### src/rtl/serial_to_parallel.sv
// Serial-to-parallel deserializer with a one-entry ready/valid output register.
// Define S2P_MSB_FIRST_EN to make the first serial bit land in dout[DATA_WIDTH-1].
module serial_to_parallel #(
  parameter int DATA_WIDTH = 8
) (
  input  logic                  clk,
  input  logic                  rst,
  input  logic                  din,
  input  logic                  din_valid,
  output logic [DATA_WIDTH-1:0] dout,
  output logic                  dout_valid,
  input  logic                  dout_ready,
  output logic                  busy,
  output logic                  frame_err,
  output logic                  overflow
);

  localparam int CW = $clog2(DATA_WIDTH) + 1;
  localparam logic [CW-1:0] LAST_BIT = CW'(DATA_WIDTH - 1);

  typedef enum logic {IDLE, SHIFT} state_e;

  state_e                state_q, state_d;
  logic [CW-1:0]         count_q, count_d;
  logic [DATA_WIDTH-1:0] shift_q, shift_d, shift_in;
  logic [DATA_WIDTH-1:0] dout_q, dout_d;
  logic                  dout_valid_q, dout_valid_d;
  logic                  frame_err_q, frame_err_d;
  logic                  overflow_q, overflow_d;
  logic                  word_done;

`ifdef S2P_MSB_FIRST_EN
  assign shift_in = {shift_q[DATA_WIDTH-2:0], din};
`else
  assign shift_in = {din, shift_q[DATA_WIDTH-1:1]};
`endif

  // NOTE: sequential state uses non-blocking assignments so every register
  // samples the pre-edge values of its neighbours.
  always_ff @(posedge clk or posedge rst) begin
    if (rst) state_q <= IDLE;
    else     state_q <= state_d;
  end

  // NOTE: every variable gets a default first so no path infers a latch.
  always_comb begin
    state_d     = state_q;
    count_d     = count_q;
    shift_d     = shift_q;
    word_done   = 1'b0;
    frame_err_d = 1'b0;
    case (state_q)
      IDLE: begin
        if (din_valid) begin
          shift_d = shift_in;
          count_d = CW'(1);
          state_d = SHIFT;
        end
      end
      SHIFT: begin
        if (din_valid) begin
          shift_d = shift_in;
          if (count_q == LAST_BIT) begin
            count_d   = '0;
            state_d   = IDLE;
            word_done = 1'b1;
          end else begin
            count_d = count_q + CW'(1);
          end
        end else begin
          count_d     = '0;
          state_d     = IDLE;
          frame_err_d = 1'b1;
        end
      end
      default: state_d = IDLE;
    endcase
  end

  // A completed word replaces the held one only if the slot is empty or draining now.
  always_comb begin
    dout_d       = dout_q;
    dout_valid_d = dout_valid_q;
    overflow_d   = 1'b0;
    if (word_done) begin
      if (!dout_valid_q || dout_ready) begin
        dout_d       = shift_in;
        dout_valid_d = 1'b1;
      end else begin
        overflow_d = 1'b1;
      end
    end else if (dout_valid_q && dout_ready) begin
      dout_valid_d = 1'b0;
    end
  end

  always_ff @(posedge clk or posedge rst) begin
    if (rst) begin
      count_q      <= '0;
      shift_q      <= '0;
      dout_q       <= '0;
      dout_valid_q <= 1'b0;
      frame_err_q  <= 1'b0;
      overflow_q   <= 1'b0;
    end else begin
      count_q      <= count_d;
      shift_q      <= shift_d;
      dout_q       <= dout_d;
      dout_valid_q <= dout_valid_d;
      frame_err_q  <= frame_err_d;
      overflow_q   <= overflow_d;
    end
  end

  assign dout       = dout_q;
  assign dout_valid = dout_valid_q;
  assign busy       = (state_q == SHIFT);
  assign frame_err  = frame_err_q;
  assign overflow   = overflow_q;

endmodule

### config.mk
export PLATFORM = sky130hd
export DESIGN_NAME = serial_to_parallel
export DESIGN_NICKNAME = d
export VERILOG_FILES = /design/src/rtl/serial_to_parallel.sv
export SDC_FILE = /design/constraint.sdc
export NUM_CORES = 1
export LEC_CHECK = 0
export CORE_ASPECT_RATIO = 0.75
export CORE_MARGIN = 2
export CORE_UTILIZATION = 40
export CTS_CLUSTER_DIAMETER = 200
export CTS_CLUSTER_SIZE = 14
export DETAILED_ROUTE_END_ITERATION = 16
export GPL_ROUTABILITY_DRIVEN = 1
export PLACE_DENSITY_LB_ADDON = 0.08
export SYNTH_ARGS = -nofsm -noshare
export SYNTH_HDL_FRONTEND = slang
export SYNTH_SLANG_ARGS = --single-unit
### constraint.sdc
create_clock -name clk -period 3.32 [get_ports clk]
set_input_delay 0.332 -clock clk [delete_from_list [all_inputs] [get_ports clk]]
set_output_delay 0.332 -clock clk [all_outputs]
set_load 0.005 [all_outputs]
==> run summary <==
Max Clock Freq = 593 MHz
Crit path DAT = 1.36 ns
Critical setup path kind = register to primary output
DR vias = 560
Antenna diode count = 0
CP max stage cell = clkdlybuf4s50_1
WL per Instance = 13.2 µm
Worst Setup End Kind = primary output
DP Worst Slack = 1.37 ns
Worst Hold Class = primary input to async pin
Pwr/cell area = 454 nW/µm²
Worst-Margin Slew = 0.849 ns
Slew headroom = 43.4%
Final core utilization = 50.6%
Bufs and invs on worst path = 1
# Post-CTS Setup Buffers = 0
Syn Nets = 73
Clock Sinks = 23
CP Max Fanout = 9
Initial Util = 41.3%
Area contributors post-synth = dfrtp_1, mux2_2, nand2_1, nand3_1, nand3_4
# setup viols final = 0
Worst skew pair latency = 0.31 ns
Placer Congestion = 0.775
Fill cells = 211
Crit-path cells = clkdlybuf4s50_1
Syn Area/Cell = 13.8 µm²
Leakage = 0.000518 µW
DRT Wirelength = 1450 µm
Max-cap violations = 0
DPL Wire Length = 1030 µm
CTS Buffer Depth = 2
Core Area = 2230 µm²
Die height = 45.6 µm
Cts hold-fix bufs = 0
Initial DRC Count = 6
Final Skew = 0.00599 ns
Final Hold Viols = 0
Clock root cell = clkbuf_4
Most frequent cells in the layout = dfrtp_1, clkdlybuf4s50_1, mux2_2
RSZ-0062 raised after global routing = false
DRT Pass-1 Iters = 4
CTS tree = yes
Post-synth cell types = 19
Port Buffer Count = 16
Global route overflow = 0
Std cell rows = 15
I/O pin count = 17
Register area = 576 µm²
Residual DRC = 0
Slew Limit Fails = 0
Area delta synth->final = 22.4%
Die Wd = 59.5 µm
YS warnings = 0
Most common cell after layout, fill and taps aside = dfrtp_1
Post-CTS sizing = 0
First-pass GRT wire length = 2500 µm
Vias per std cell = 5.09
CTS H-tree depth = 1
#FFs+latches synth = 23
Die area = 2710 µm²
Fin crit period = 1.69 ns
Reg2Reg Setup Slack = 1.78 ns
Top-area cell type share of the netlist area = 62.3%
Synthesized area = 923 µm²
Crit path required time = 2.99 ns
Maximum vdd drop = 0.275 mV
Area leader, netlist = dfrtp_1
Worst-path clk slew = 0.12 ns
Largest stage delay, worst path = 0.55 ns
Area of the multi-input gates = 328 µm²
Initial antenna violation count = 0
Total power = 513 µW
Layout cell share with drive strength beyond 1 = 24.7%
Vias in the first global route = 544
Setup ws final = 1.63 ns
Top delay family on crit path = buffers and inverters
Cell count after synthesis = 67
Final ANT Viol Nets = 0
Critical path startpoint category = register
GRT Util Overall = 13.1%
TNS Setup = 0 ns
Final worst-path cycle share = 50.8%
Pin count of the biggest net entering global routing = 24
NumNets Final = 92
TritonCTS Buffers = 3
Status = complete, no violations
Register area share after synthesis = 62.3%
area by class of cell:
type	instances	share of cell area (%)
timing repair buffer	16	14.2
multi-input combinational	40	29.0
clock inverter	1	0.443
clock buffer	3	1.99
sequential	23	50.9
tap	25	2.77
inverter	2	0.664
power breakdown:
part           switching [µW]  internal [µW]  total, µW  leakage [µW]
sequential               20.6            309        330      0.000300
combinational            21.9           35.5       57.5      0.000200
clock                    81.2           45.0        126     0.0000177
flip-flops by register name (all words and copies together) (netlist names):
register	count
dout	8
overflow	1
busy	1
dout_valid	1
shift_q	7
frame_err	1
count_q	4
kinds of logic after synthesis:
family / synth area share (%)
fa+ha+maj: 1.35
flops: 62.3
mux: 18.3
xor+xnor: 0.949
buf+inv: 2.17
compound gates: 2.30
simple gates: 12.6
worst paths after layout:
path / to / start / cells past startpoint
setup / recovery: busy / busy / 1
hold / removal: count_q[2] / rst / 2
setup reg to reg: dout[6] / count_q[0] / 4
hold reg to reg: dout[0] / dout[0] / 1
max in group asynchronous: dout[3] / rst / 2
min in group clk: dout[0] / dout[0] / 1
cell usage after synthesis:
library cell,number
a2111o_1,1
xnor2_1,1
nand2_1,7
nand4_1,1
nand2b_1,1
nor2b_1,1
nand3_1,4
mux2_2,15
and2_1,1
nand3_4,1
inv_1,2
ha_1,1
dfrtp_1,23
o21ai_0,2
buf_2,1
nor2_1,2
buf_4,1
nand4b_1,1
and4b_2,1
stage by stage:
stage	hold slack (ns)	std cells	instance area, µm²
2_1_floorplan	0.334	67	923
3_3_place_gp	0.489	106	1100
3_5_place_dp	0.495	106	1100
4_1_cts	0.520	110	1130
5_1_grt	0.543	110	1130
6_report	0.481	110	1130
metal layers:
metal	global-route usage, %	part of all wire [%]	wire [µm]	up-vias
met5	0	0	0	-
met4	4.09	0.83	12	0
met3	6.25	6.6	96	2
met2	18.9	42	612	17
met1	17.6	50	727	271
li1	-	-	-	270
Note: power is estimated with default switching activity, not from simulation.
